## config.mk

```make
export PLATFORM = sky130hd
export DESIGN_NAME = spi_slave
export DESIGN_NICKNAME = d
export VERILOG_FILES = /design/src/rtl/spi_slave.sv
export SDC_FILE = /design/constraint.sdc
export NUM_CORES = 1
export LEC_CHECK = 0
export CORE_UTILIZATION = 49
export DETAILED_ROUTE_END_ITERATION = 10
export GPL_TIMING_DRIVEN = 0
export HOLD_SLACK_MARGIN = 0.05
export PLACE_DENSITY = 0.79
export SYNTH_ARGS = -nofsm -noshare
export SYNTH_HDL_FRONTEND = slang
export SYNTH_SLANG_ARGS = --single-unit
export TNS_END_PERCENT = 30
```

## constraint.sdc

```tcl
create_clock -name clock -period 7.2 [get_ports clock]
set_clock_uncertainty 0.2 [all_clocks]
set_input_delay 1.08 -clock clock [delete_from_list [all_inputs] [get_ports clock]]
set_output_delay 1.08 -clock clock [all_outputs]
set_load 0.02 [all_outputs]
```

## src/rtl/spi_slave.sv

```systemverilog
// spi_slave: single-slave SPI responder running on the system clock (no SCLK).
// While SS_n is low it shifts a DATALEN-bit word in from MOSI and shifts the
// preloaded tx word out on MISO. Both directions are LSB first and use the same cycles.
// The first low cycle of SS_n is a request cycle and carries no data.
//
// Ports:
//   clock, reset      system clock, async active-high reset
//   SS_n, MOSI        slave select (active low) and serial data from master
//   MISO              serial data to master (0 outside the data phase)
//   tx_data, tx_load  word for the next frame and its load strobe (IDLE only)
//   tx_ready          high while a load would be accepted
//   rx_data, rx_valid last complete received word, one-cycle update pulse
//   busy              frame in progress
//   frame_error       one-cycle pulse when a frame is aborted early
module spi_slave #(
  parameter int DATALEN = 64,
  parameter int CNTW    = $clog2(DATALEN + 1)
) (
  input  logic               clock,
  input  logic               reset,
  input  logic               SS_n,
  input  logic               MOSI,
  output logic               MISO,
  input  logic [DATALEN-1:0] tx_data,
  input  logic               tx_load,
  output logic               tx_ready,
  output logic [DATALEN-1:0] rx_data,
  output logic               rx_valid,
  output logic               busy,
  output logic               frame_error
);

  localparam int              IDXW = $clog2(DATALEN);
  localparam logic [CNTW-1:0] LAST = CNTW'(DATALEN - 1);

  typedef enum logic [1:0] {IDLE, RECV, DONE} state_t;

  state_t             state_q, state_d;
  logic [CNTW-1:0]    cnt_q;
  logic [DATALEN-1:0] tx_reg, shift_reg, rx_word;
  logic [IDXW-1:0]    idx;
  logic               load_en, sample, last_bit, abort;

  // cnt_q never passes DATALEN-1 while sampling, so its low bits are a valid index.
  assign idx = cnt_q[IDXW-1:0];

  // The received word including the bit sampled this cycle. This lets the last
  // bit go straight into rx_data without an extra cycle of latency.
  always_comb begin
    rx_word      = shift_reg;
    rx_word[idx] = MOSI;
  end

  always_comb begin
    state_d  = state_q;
    load_en  = 1'b0;
    sample   = 1'b0;
    last_bit = 1'b0;
    abort    = 1'b0;
    tx_ready = 1'b0;
    MISO     = 1'b0;
    busy     = 1'b1;
    case (state_q)
      IDLE: begin
        tx_ready = 1'b1;
        busy     = 1'b0;
        load_en  = tx_load;   // a load in the request cycle still applies to this frame
        if (!SS_n) state_d = RECV;
      end
      RECV: begin
        MISO = tx_reg[idx];
        if (!SS_n) begin
          sample = 1'b1;
          if (cnt_q == LAST) begin
            last_bit = 1'b1;
            state_d  = DONE;
          end
        end else begin
          abort   = 1'b1;
          state_d = IDLE;
        end
      end
      DONE: begin
        // Wait for SS_n to go high, so a continuous-low SS_n never starts a second frame.
        if (SS_n) state_d = IDLE;
      end
      default: state_d = IDLE;
    endcase
  end

  always_ff @(posedge clock or posedge reset) begin
    if (reset) begin
      state_q     <= IDLE;
      cnt_q       <= '0;
      tx_reg      <= '0;
      shift_reg   <= '0;
      rx_data     <= '0;
      rx_valid    <= 1'b0;
      frame_error <= 1'b0;
    end else begin
      state_q     <= state_d;
      rx_valid    <= last_bit;
      frame_error <= abort;
      if (load_en) tx_reg <= tx_data;
      if (state_q == IDLE) cnt_q <= '0;
      if (sample) begin
        shift_reg <= rx_word;
        cnt_q     <= last_bit ? '0 : cnt_q + CNTW'(1);
      end
      if (last_bit) rx_data <= rx_word;
    end
  end

endmodule

```

# Yosys cells after proc, flatten, opt, wreduce, memory -nomap -nowiden
# Cells that the tools add are included.
op_classes:
  order_cmp: 2
  muxes: 24
  reduce_logical: 4
  addsub: 1
  eq_ne: 6
ops:
  columns: ["cell", "count"]
  rows:
  - ["bitwise mux 64 bit", 1]
  - ["2-to-1 mux 7 bit", 3]
  - ["2-to-1 mux 1 bit", 13]
  - ["2-to-1 mux 2 bit", 4]
  - ["adder 7 x 1 -> 7 bit (second input constant)", 1]
  - ["== test 7 x 6 -> 1 bit (second input constant)", 1]
  - ["less-than comparator 6 x 7 -> 1 bit (second input constant)", 1]
  - ["binary-select mux 1 bit (select 6 bit)", 1]
  - ["demux 1 bit (select 6 bit)", 1]
  - ["greater-or-equal comparator 6 x 1 -> 1 bit (second input constant)", 1]
  - ["case mux 2 bit (3 select lines)", 1]
  - ["inequality test 2 bit (second input constant)", 2]
  - ["inequality test 3 bit (second input constant)", 1]
  - ["AND reduction 3 bit", 1]
  - ["== test 2 x 1 -> 1 bit (second input constant)", 1]
  - ["== test 2 bit (second input constant)", 1]
  - ["logical NOT 2 bit", 1]
  - ["nonzero test 2 bit", 1]
  - ["logical AND 1 bit", 1]
totals:
  regBits: 203
  word_cells: 44
  input_bits: 69
  output_inout_bits: 69

# Depth between registers and ports, before layout
# Gate-level depths: netlist (run 1).
logic_depth:
  depth_word: 6
  depth_mapped: 8
  ltp_nobuf: 6

# Worst setup path after synthesis (run 1)
# Ideal clock, no wire load.
synth_timing:
  kind: "reg2out"
  startpoint: "reg cnt_q[0]"
  endpoint: "out MISO"
  path_buffers: 2
  t_required_ns: 5.920
  slack_ns: 4.157
  stages_incl_launch_ff: 9
  t_arrival_ns: 1.763
  cell_sequence: "dfrtp_1 > buf_2 > nor2_2 > and2_1 > buf_2 > a22oi_1 > o21ai_0 > a22oi_1 > a31oi_1"
synth_between:
  elab_chain_len: 3
synth_lines:
  columns: ["item", "line_no", "rtl"]
  rows:
  - ["start: declaration", "39", "logic [CNTW-1:0] cnt_q;"]
  - ["start signal: assignment", "108", "cnt_q <= last_bit ? '0 : cnt_q + CNTW'(1);"]
  - ["binary-select mux 1 bit (select 6 bit)", "71", "MISO = tx_reg[idx];"]
  - ["2-to-1 mux 1 bit (implied by the code)", "71", null]
  - ["2-to-1 mux 1 bit", "63", "case (state_q)"]
  - ["end: declaration", "23", "output logic MISO,"]
# Every way passes these cells. The select of a mux whose other input is x is not followed.

# Worst setup path after layout (run 1)
layout_timing:
  startpoint: "reg cnt_q[2]"
  endpoint: "out MISO"
# Same word-level chain as after synthesis.

==> impl_metrics.tcl, run 1 <==
set metrics [dict create \
    dp_hpwl_mm 17.43 \
    summed_instance_area_of_the_synthesized_netlist_um2 9568 \
    rows 50 \
    report.final.setup_viol 0 \
    timing.setup.critical_path_class "flip-flop to output port" \
    worst_path_max_fanout 10 \
    fp.dieW_um 141.7 \
    ys.flop_type "dfrtp_1" \
    startpoint "cnt_q[2]" \
    grt_start_max_net_pins 121 \
    grt_first_pass_wirelength_mm 41.34 \
    initial_core_utilization_pct 50.64 \
    yosysWarningCount 0 \
    peakVddDrop_uv 159.4 \
    dr.pass1.iters 7 \
    routed-via-count 7313 \
    fill_cells 1510 \
    detail_route.drc_violations 0 \
    post-route-period-util_pct 65.32 \
    synth_largest_type_area_fraction_pct 53.09 \
    end_kind "output port" \
    gpl.final_weighted_congestion 0.8922 \
    synth_top_cell_by_area "dfrtp_1" \
    ys_seq_elements 203 \
    boundaryPins 138 \
    layoutNonFillerInstCount 1299 \
    top_delay_family_on_crit_path "buffers and inverters" \
    initial_antenna_violation_count 0 \
    clock.fmax_mhz 212.6 \
    rrSetupSlack_ns 4.53 \
    number_of_buffer_and_inverter_instances_along_the_worst_setup_path 4 \
    synth_top_cells_by_count "dfrtp_1, mux2_2, nand2_1, nor2_1, a21oi_1" \
    dieHeight_um 141.7 \
    nets 1098 \
    antenna_nets_post_route 0 \
    drt-total-wl_mm 25.80 \
    timing.hold.worst.class "flip-flop to flip-flop" \
    drtIter0Drc 447 \
    start_of_the_worst_register_to_register_path "cnt_q[1]" \
    tightest_slew_ns 1.079 \
    clock_sinks 203 \
    syn_inst 867 \
    final_hold_fails 0 \
    critPathMostFrequentCell "a22oi_1" \
    area_delta_synth_final_pct 25.25 \
    crit_path_top_delay_cell "clkdlybuf4s50_1" \
    grt_usage_pct 26.72 \
    number_of_cts_inserted_buffers 22 \
    power_density_nw_per_um2 238.9 \
    tritoncts "done" \
    final_layout_size_suffix_gt1_share_pct 22.33 \
    antenna-diode-count 0 \
    route.detailed.vias_per_inst 5.630 \
    post-route-min-period_ns 4.703 \
    ys_async_sr_fraction_pct 100.0 \
    die_footprint_um2 20090 \
    rsz0062_at_grt "no" \
    postCtsHoldBufs 0 \
    worst_ep_required_time_ns 5.92 \
    synth_edf_count 0 \
    cp_cell_instances "buf_4 -> buf_6 -> buf_2 -> nor2_2 -> a22oi_1 -> o21ai_0 -> a22oi_1 -> a31oi_1 -> clkdlybuf4s50_1" \
    sequential_to_total_area_share_from_yosys_stat_pct 53.09 \
    cts.reportedPaths.clkPinSlew_ns 0.06 \
    critPathLaunchType "flip-flop" \
    post-route-worst-setup-slack_ns 2.497 \
    cts_htree_levels 1 \
    yosysMostFrequentCell "dfrtp_1" \
    clk_path_buf_depth 3 \
    synth.net_count 937 \
    ys_top_cells_by_area "dfrtp_1, mux2_2, mux2i_1, nand2_1, nor2_1" \
    leakagePower_nw 5.420 \
    maxCapViolations 0 \
    dp_cell_count 1264 \
    place.port_buffers 136 \
    synthDistinctLibCells 46 \
    max-slew-margin-rel_pct 27.69 \
    post_drt_wl_per_cell_um 19.86 \
    critical_path.max_stage_delay_ns 0.66 \
    finalMaxSlewViolations 0 \
    worstSkewPairLatency_ns 0.51 \
    pre_cts_ws_ns 3.069 \
    worst_hold_startpoint "shift_reg[16]" \
    worst-endpoint-arrival_ns 3.42 \
    core-area_um2 18890 \
    vias_in_the_first_global_route 7617 \
    post_cts_buffers 0 \
    total_congestion_overflow 0 \
    outcome "completed" \
    cts.repair.resized 0 \
    mean_cell_area_of_the_mapped_netlist_um2 11.04 \
    cts-root-buf "clkbuf_16" \
]
power by group:
group	leakage (nW)	total (mW)	internal (mW)	switching [mW]
combinational	2.51	0.450	0.222	0.228
clock	0.348	1.09	0.647	0.444
sequential	2.57	1.32	1.26	0.0649
layout make-up:
| type | instances | area, um2 | area share [%] |
|---|---|---|---|
| sequential | 203 | 5080 | 42.39 |
| multi-input combinational | 591 | 4118 | 34.36 |
| tap | 260 | 325.3 | 2.715 |
| clock inverter | 3 | 15.01 | 0.1253 |
| inverter | 6 | 30.03 | 0.2506 |
| buffer | 67 | 347.8 | 2.902 |
| clock buffer | 32 | 679.4 | 5.669 |
| timing repair buffer | 137 | 1389 | 11.59 |
metrics by stage:
stage	util, %	hold WS, ns	cell area (um2)	TNS, ns	total power [mW]
4_1_cts	63.43	0.2993	11980	0	2.870
5_1_grt	63.43	0.3118	11980	0	2.969
2_1_floorplan	-	0.2577	9568	0	1.604
6_report	63.43	0.2993	11980	0	2.863
3_3_place_gp	59.57	0.2729	11250	-443.46	1.771
3_5_place_dp	59.76	0.2862	11290	0	1.787
per-layer routing:
layer,wire length (um),GRT usage (%),vias up,share of wire [%]
met5,0,0,-,0
met1,11110,35.78,3644,43
met2,11950,42.78,263,46
li1,-,-,3349,-
met3,1833,5.265,57,7.1
met4,903,10.81,0,3.5
worst register-to-register path: stages (launching register included):
cell and delay, ns:
dfrtp_1 0.38, buf_2 0.18, nor3_2 0.87, and2_1 0.23
buf_2 0.26, nand2_1 0.11, mux2_1 0.33
path summary, 6_finish.rpt:
| path | to | cells after the start |
|---|---|---|
| worst max-delay path | MISO | 9 |
| worst min-delay path | shift_reg[16] | 1 |
| worst max register to register | shift_reg[0] | 6 |
| worst min register to register | shift_reg[16] | 1 |
| max in group asynchronous | shift_reg[20] | 3 |
| min in group asynchronous | tx_reg[47] | 2 |
cells in the final DEF, fill, tap and decap left out, types with 4 or more instances in the layout:
cell	n
nand4_1	7
mux2_1	8
a31oi_1	15
nand3_1	16
mux2_2	125
a22oi_1	9
a21oi_1	59
o21ai_0	26
mux2i_1	57
buf_2	35
nor3_1	4
clkbuf_8	7
dfrtp_1	203
inv_1	4
and2_1	7
nor2_1	80
a221oi_1	15
nor2b_1	4
clkbuf_1	21
clkbuf_16	23
nor2_2	9
buf_4	12
nand2_1	116
clkdlybuf4s50_1	136
cells by family (layout without fill, tap and decap cells):
| logic type | after synthesis | after routing | share of synthesized area, % |
|---|---|---|---|
| simple gates | 264 | 264 | 12.71 |
| buf+inv | 73 | 245 | 3.871 |
| mux | 190 | 190 | 21.62 |
| flops | 203 | 203 | 53.09 |
| compound gates | 136 | 136 | 8.578 |
| fa+ha+maj | 1 | 1 | 0.1307 |
(Power assumes the default switching activity.)
==> run 2, diff against run 1 <==
clock period = 3.9 ns   (was 7.2 ns; I/O delays follow)
==> run 2 against run 1 <==
Wire length increased by 1.3%. Die area is the same. Sequential cell count unchanged. Global-route usage up 0.051 points. Core utilization rose by 1.2 points. Worst hold slack worse by 0.0011 ns. Setup slack worse by 2.1 ns. Design area increased by 1.9%. Combinational power grew 90%. Critical path depth stayed put. Total power rose by 93%. Clock power up 110%. Critical path type unchanged.
==> impl_metrics.tcl, run 2 (same netlist as run 1, synthesis figures left out) <==
set metrics [dict create \
    post-route-period-util_pct 90.23 \
    rrSetupSlack_ns 1.08 \
    grt_first_pass_wirelength_mm 41.26 \
    fill_cells 1455 \
    dp_cell_count 1269 \
    vias_in_the_first_global_route 7613 \
    core-area_um2 18890 \
    tritoncts "done" \
    hold-path-endpoint "shift_reg[58]" \
    post-route-min-period_ns 3.519 \
    final_hold_fails 0 \
    outcome "completed" \
    leakagePower_nw 5.533 \
    cts_htree_levels 1 \
    power.share.switching_pct 25.36 \
    sequentialPowerShare_pct 44.1 \
    grt_start_max_net_pins 37 \
    internal_power_mw 4.133 \
    timing.hold.worst.class "flip-flop to flip-flop" \
    critical_path.max_stage_delay_ns 0.44 \
    crit_path_top_delay_cell "dfrtp_1" \
    detail_route.drc_violations 0 \
    final_layout_size_suffix_gt1_share_pct 23.19 \
    timing.rr.end "shift_reg[0]" \
    rsz0062_at_grt "no" \
    boundaryPins 138 \
    cts-root-buf "clkbuf_16" \
    design_power_total_mw 5.538 \
    post-route-worst-setup-slack_ns 0.3811 \
    power_density_nw_per_um2 453.7 \
    start_of_the_worst_register_to_register_path "cnt_q[1]" \
    clock.fmax_mhz 284.2 \
    finalMaxSlewViolations 0 \
    worst_ep_required_time_ns 3.12 \
    rows 50 \
    layoutNonFillerInstCount 1312 \
    antenna-diode-count 0 \
    die_footprint_um2 20090 \
    critPathMostFrequentCell "a22oi_1" \
    worst_path_max_fanout 10 \
    clk_network_pwr_share_pct 40.5 \
    grt_usage_pct 26.77 \
    pwr-share-comb_pct 15.4 \
    multi_input_comb_area_um2 4128 \
    timing.hold.ws_ns 0.2982 \
    layout.cells.most_common "dfrtp_1" \
    nets 1107 \
    routed-via-count 7407 \
    total_congestion_overflow 0 \
    critPathLaunchType "flip-flop" \
    pre_cts_ws_ns 0.2933 \
    layout.cells.most_common_list "dfrtp_1, clkdlybuf4s50_1, mux2_2" \
    dieHeight_um 141.7 \
    cts.reportedPaths.clkPinSlew_ns 0.06 \
    maxCapViolations 0 \
    end_kind "output port" \
    worst-endpoint-arrival_ns 2.73 \
    number_of_stages_on_the_worst_hold_path 1 \
    cp_cell_instances "buf_2 -> nor2_4 -> and2_1 -> clkbuf_4 -> a22oi_1 -> o21ai_0 -> a22oi_1 -> a31oi_1 -> dlymetal6s2s_1" \
    clk_path_buf_depth 3 \
    timing.setup.critical_path_class "flip-flop to output port" \
    worst_hold_startpoint "shift_reg[58]" \
    power_switching_mw 1.404 \
    seq_area_um2 5080 \
    place.port_buffers 136 \
    initial_antenna_violation_count 1 \
    clock_sinks 203 \
    dp_hpwl_mm 18.15 \
    ff2ff_path_depth 6 \
    final.setup.tns_ns 0 \
    report.final.setup_viol 0 \
    drtIter0Drc 583 \
    max-slew-margin-rel_pct 20.54 \
    worstSkewPairLatency_ns 0.50 \
    area_delta_synth_final_pct 27.58 \
    peakVddDrop_uv 319.2 \
    tightest_slew_ns 1.185 \
    drt-total-wl_mm 26.13 \
    initial_core_utilization_pct 50.64 \
    number_of_cts_inserted_buffers 23 \
    route.detailed.vias_per_inst 5.646 \
    postCtsHoldBufs 0 \
    fp.dieW_um 141.7 \
    post_drt_wl_per_cell_um 19.91 \
    dr.pass1.iters 5 \
    antenna_nets_post_route 0 \
    gpl.final_weighted_congestion 0.8875 \
]
## run 2: changes by cell type in the layout (fill, tap and decap cells not counted), sizes merged
| cell | delta |
|---|---|
| bufinv | +3 |
| clkinvlp | +1 |
| clkdlybuf4s50 | -1 |
| clkinv | +1 |
| dlymetal6s2s | +1 |
| clkbuf | +2 |
| buf | +6 |
## run 2: power groups by stage
stage	Clock (mW)	Combinational, mW	Sequential [mW]
final	2.24	0.853	2.44
after global routing	2.35	0.914	2.46
after CTS	2.25	0.850	2.44
after detailed placement	0	0.841	2.47
after global placement	0	0.806	2.46
after floorplan	0	0.469	2.49
## run 2: critical path: cells and delay by family, from the launching register on
kind	cells	cell delay, ns
AOI/OAI and AO/OA	4	0.79
buffers and inverters	3	0.75
DFF	1	0.44
and+or+nand+nor	2	0.26
## run 2: layout make-up
| type | count | share of cell area, % |
|---|---|---|
| Buffer | 67 | 2.891 |
| Clock buffer | 32 | 5.484 |
| Clock inverter | 8 | 0.9738 |
| Inverter | 6 | 0.2153 |
| Multi-Input combinational cell | 591 | 33.82 |
| Sequential cell | 203 | 41.62 |
| Tap cell | 260 | 2.665 |
| Timing Repair Buffer | 145 | 12.34 |
## run 2: stage by stage
step                instance area [um2]  util, %
finish                            12210    64.61
global route                      12210    64.61
CTS                               12180    64.45
detailed placement                11380    60.23
global placement                  11260    59.59
floorplan                          9572        -
## run 2: per-layer routing
layer / wire length [um] / track usage [%]
met5: 0 / 0
met1: 11080 / 36.26
met4: 1068 / 11.49
met3: 1807 / 4.894
met2: 12180 / 42.39
## run 2: repair_timing
action,CTS,global route
pin swaps,0,1
setup endpoints to repair,1,1
endpoints found under the hold margin,0,0
resized for setup,2,3
buffers inserted,0,3
gates cloned,0,0
## run 2: worst max path at each step
stage	from	to	slack, ns	depth (start not counted)
finish	cnt_q[0]	MISO	0.38	9
detailed placement	cnt_q[2]	MISO	0.29	9
floorplan	reset	cnt_q[0]	0.48	1
CTS	cnt_q[1]	MISO	0.01	9
global route	cnt_q[1]	MISO	0.33	9
global placement	reset	rx_data[18]	-1.09	2
==> run 3, diff against run 2 <==
REMOVE_ABC_BUFFERS = 1   (was not set)
==> run 3 against run 2 <==
Non-clock buffer count shrank 54. Core utilization shrank 1.2 points. Wire length shrank 14%. Combinational power shrank 7.4%. Sequential share of layout area grew 0.88 points. Global-route usage shrank 3.8 points. Largest power group unchanged. Cell count shrank 4.1%. Clock power shrank 9%. Largest cell class unchanged. Total power shrank 4.5%. Register-to-register slack lost 0.27 ns.
==> impl_metrics.tcl, run 3 (same netlist as run 1, synthesis figures left out) <==
set metrics [dict create \
    outcome "completed" \
    worst_path_max_fanout 41 \
    tightest_slew_ns 0.8406 \
    timing.setup.critical_path_class "flip-flop to output port" \
    final_util_pct 63.38 \
    cts.reportedPaths.clkPinSlew_ns 0.06 \
    drt-total-wl_mm 22.48 \
    worstSkewPairLatency_ns 0.50 \
    fp.dieW_um 141.7 \
    power_switching_mw 1.347 \
    rows 50 \
    clk_network_pwr_share_pct 38.6 \
    maxCapViolations 0 \
    timing.rr.end "rx_data[11]" \
    worst-endpoint-arrival_ns 2.64 \
    core-area_um2 18890 \
    clock_sinks 203 \
    number_of_stages_on_the_worst_hold_path 1 \
    ff2ff_path_depth 7 \
    internal_power_mw 3.939 \
    start_of_the_worst_register_to_register_path "cnt_q[3]" \
    vias_in_the_first_global_route 6952 \
    post-route-min-period_ns 3.430 \
    pwr-share-comb_pct 15.0 \
    dp_hpwl_mm 14.33 \
    timing.hold.worst.class "flip-flop to flip-flop" \
    cts_htree_levels 1 \
    grt_start_max_net_pins 130 \
    tritoncts "done" \
    sequentialPowerShare_pct 46.5 \
    worst_ep_required_time_ns 3.12 \
    grt_first_pass_wirelength_mm 36.23 \
    antenna_nets_post_route 0 \
    hold-path-endpoint "shift_reg[8]" \
    post-route-period-util_pct 87.94 \
    area_delta_synth_final_pct 25.16 \
    end_kind "output port" \
    grt_usage_pct 22.97 \
    power.share.switching_pct 25.49 \
    rsz0062_at_grt "no" \
    total_congestion_overflow 0 \
    die_footprint_um2 20090 \
    clk_path_buf_depth 3 \
    drtIter0Drc 417 \
    post_drt_wl_per_cell_um 17.87 \
    final_layout_size_suffix_gt1_share_pct 21.59 \
    final_hold_fails 0 \
    worst_hold_startpoint "shift_reg[8]" \
    dieHeight_um 141.7 \
    nets 1052 \
    power_density_nw_per_um2 441.5 \
    dr.pass1.iters 5 \
    place.port_buffers 137 \
    critPathLaunchType "flip-flop" \
    routed-via-count 6961 \
    peakVddDrop_uv 271.1 \
    boundaryPins 138 \
    postCtsHoldBufs 0 \
    route.detailed.vias_per_inst 5.533 \
    clock.fmax_mhz 291.6 \
    layout.cells.most_common "dfrtp_1" \
    detail_route.drc_violations 0 \
    max-slew-margin-rel_pct 43.54 \
    layout.cells.most_common_list "dfrtp_1, clkdlybuf4s50_1, mux2_2" \
    initial_core_utilization_pct 50.64 \
    cts-root-buf "clkbuf_16" \
    final.setup.tns_ns 0 \
    rrSetupSlack_ns 0.81 \
    gpl.final_weighted_congestion 0.7661 \
    leakagePower_nw 5.298 \
    finalMaxSlewViolations 0 \
    report.final.setup_viol 0 \
    initial_antenna_violation_count 2 \
    number_of_cts_inserted_buffers 22 \
]
-- run 3: cell count changes in the layout (fill, tap and decap cells not counted), moves of 4 or more --
cell	delta
buf_4	-6
buf_2	-33
buf_6	+4
clkbuf_1	-17
buf_12	-4
and2_2	+4
-- run 3: how the worst max path moves through the flow --
stage	from	endpoint	slack, ns
4_1_cts	cnt_q[2]	MISO	0.02
2_1_floorplan	reset	cnt_q[0]	-2.42
3_5_place_dp	cnt_q[0]	MISO	-0.03
5_1_grt	cnt_q[2]	MISO	0.31
3_3_place_gp	reset	rx_data[2]	-5.17
6_report	cnt_q[2]	MISO	0.47
-- run 3: cell type report --
| class | instances | area, um2 |
|---|---|---|
| fillers | 1469 | 6918 |
| inverters | 6 | 30.03 |
| well taps | 260 | 325.3 |
| flip-flops and latches | 203 | 5089 |
| clock buffers | 35 | 690.7 |
| clock inverters | 3 | 21.27 |
| multi-input cells | 591 | 4173 |
| repair buffers | 158 | 1642 |
| diodes | 2 | 5.005 |
-- run 3: power groups by stage --
| stage | combinational (mW) | sequential [mW] | clock (mW) |
|---|---|---|---|
| floorplan | 0.429 | 2.50 | 0 |
| global placement | 0.759 | 2.48 | 0 |
| finish | 0.790 | 2.46 | 2.04 |
| detailed placement | 0.784 | 2.49 | 0 |
| global route | 0.860 | 2.48 | 2.17 |
| CTS | 0.796 | 2.45 | 2.08 |
-- run 3: layer usage --
metal | GRT usage, % | share of wire (%) | up-vias
li1 | - | - | 3260
met1 | 30.60 | 43 | 3467
met2 | 37.93 | 49 | 194
met3 | 3.274 | 5.6 | 40
met4 | 9.225 | 2.9 | 0
met5 | 0 | 0 | -
-- run 3: worst max-delay path, stage by stage (launching register included) --
cell            delay, ns
dfrtp_4              0.57
buf_12               0.21
and2_1               0.24
a221oi_1             0.32
nor2_1               0.08
o21ai_0              0.16
and4_1               0.23
a31oi_1              0.08
dlymetal6s2s_1       0.23
-- run 3: what timing repair did --
item	4_1_cts	5_1_grt
buffers inserted	3	6
resized for setup	13	6
endpoints found under the hold margin	0	0
pin swaps	1	2
setup endpoints to repair	1	1
-- run 3: metrics by stage --
| stage | setup slack, ns | std cells | hold slack [ns] | total power [mW] | instance area [um2] |
|---|---|---|---|---|---|
| 2_1_floorplan | -2.424 | 800 | 0.2577 | 2.933 | 9220 |
| 3_3_place_gp | -5.170 | 1197 | 0.2694 | 3.238 | 10920 |
| 3_5_place_dp | -0.02638 | 1209 | 0.2820 | 3.271 | 11130 |
| 4_1_cts | 0.02411 | 1250 | 0.2941 | 5.328 | 11900 |
| 5_1_grt | 0.3065 | 1258 | 0.3059 | 5.508 | 11980 |
| 6_report | 0.4702 | 1258 | 0.2898 | 5.286 | 11980 |
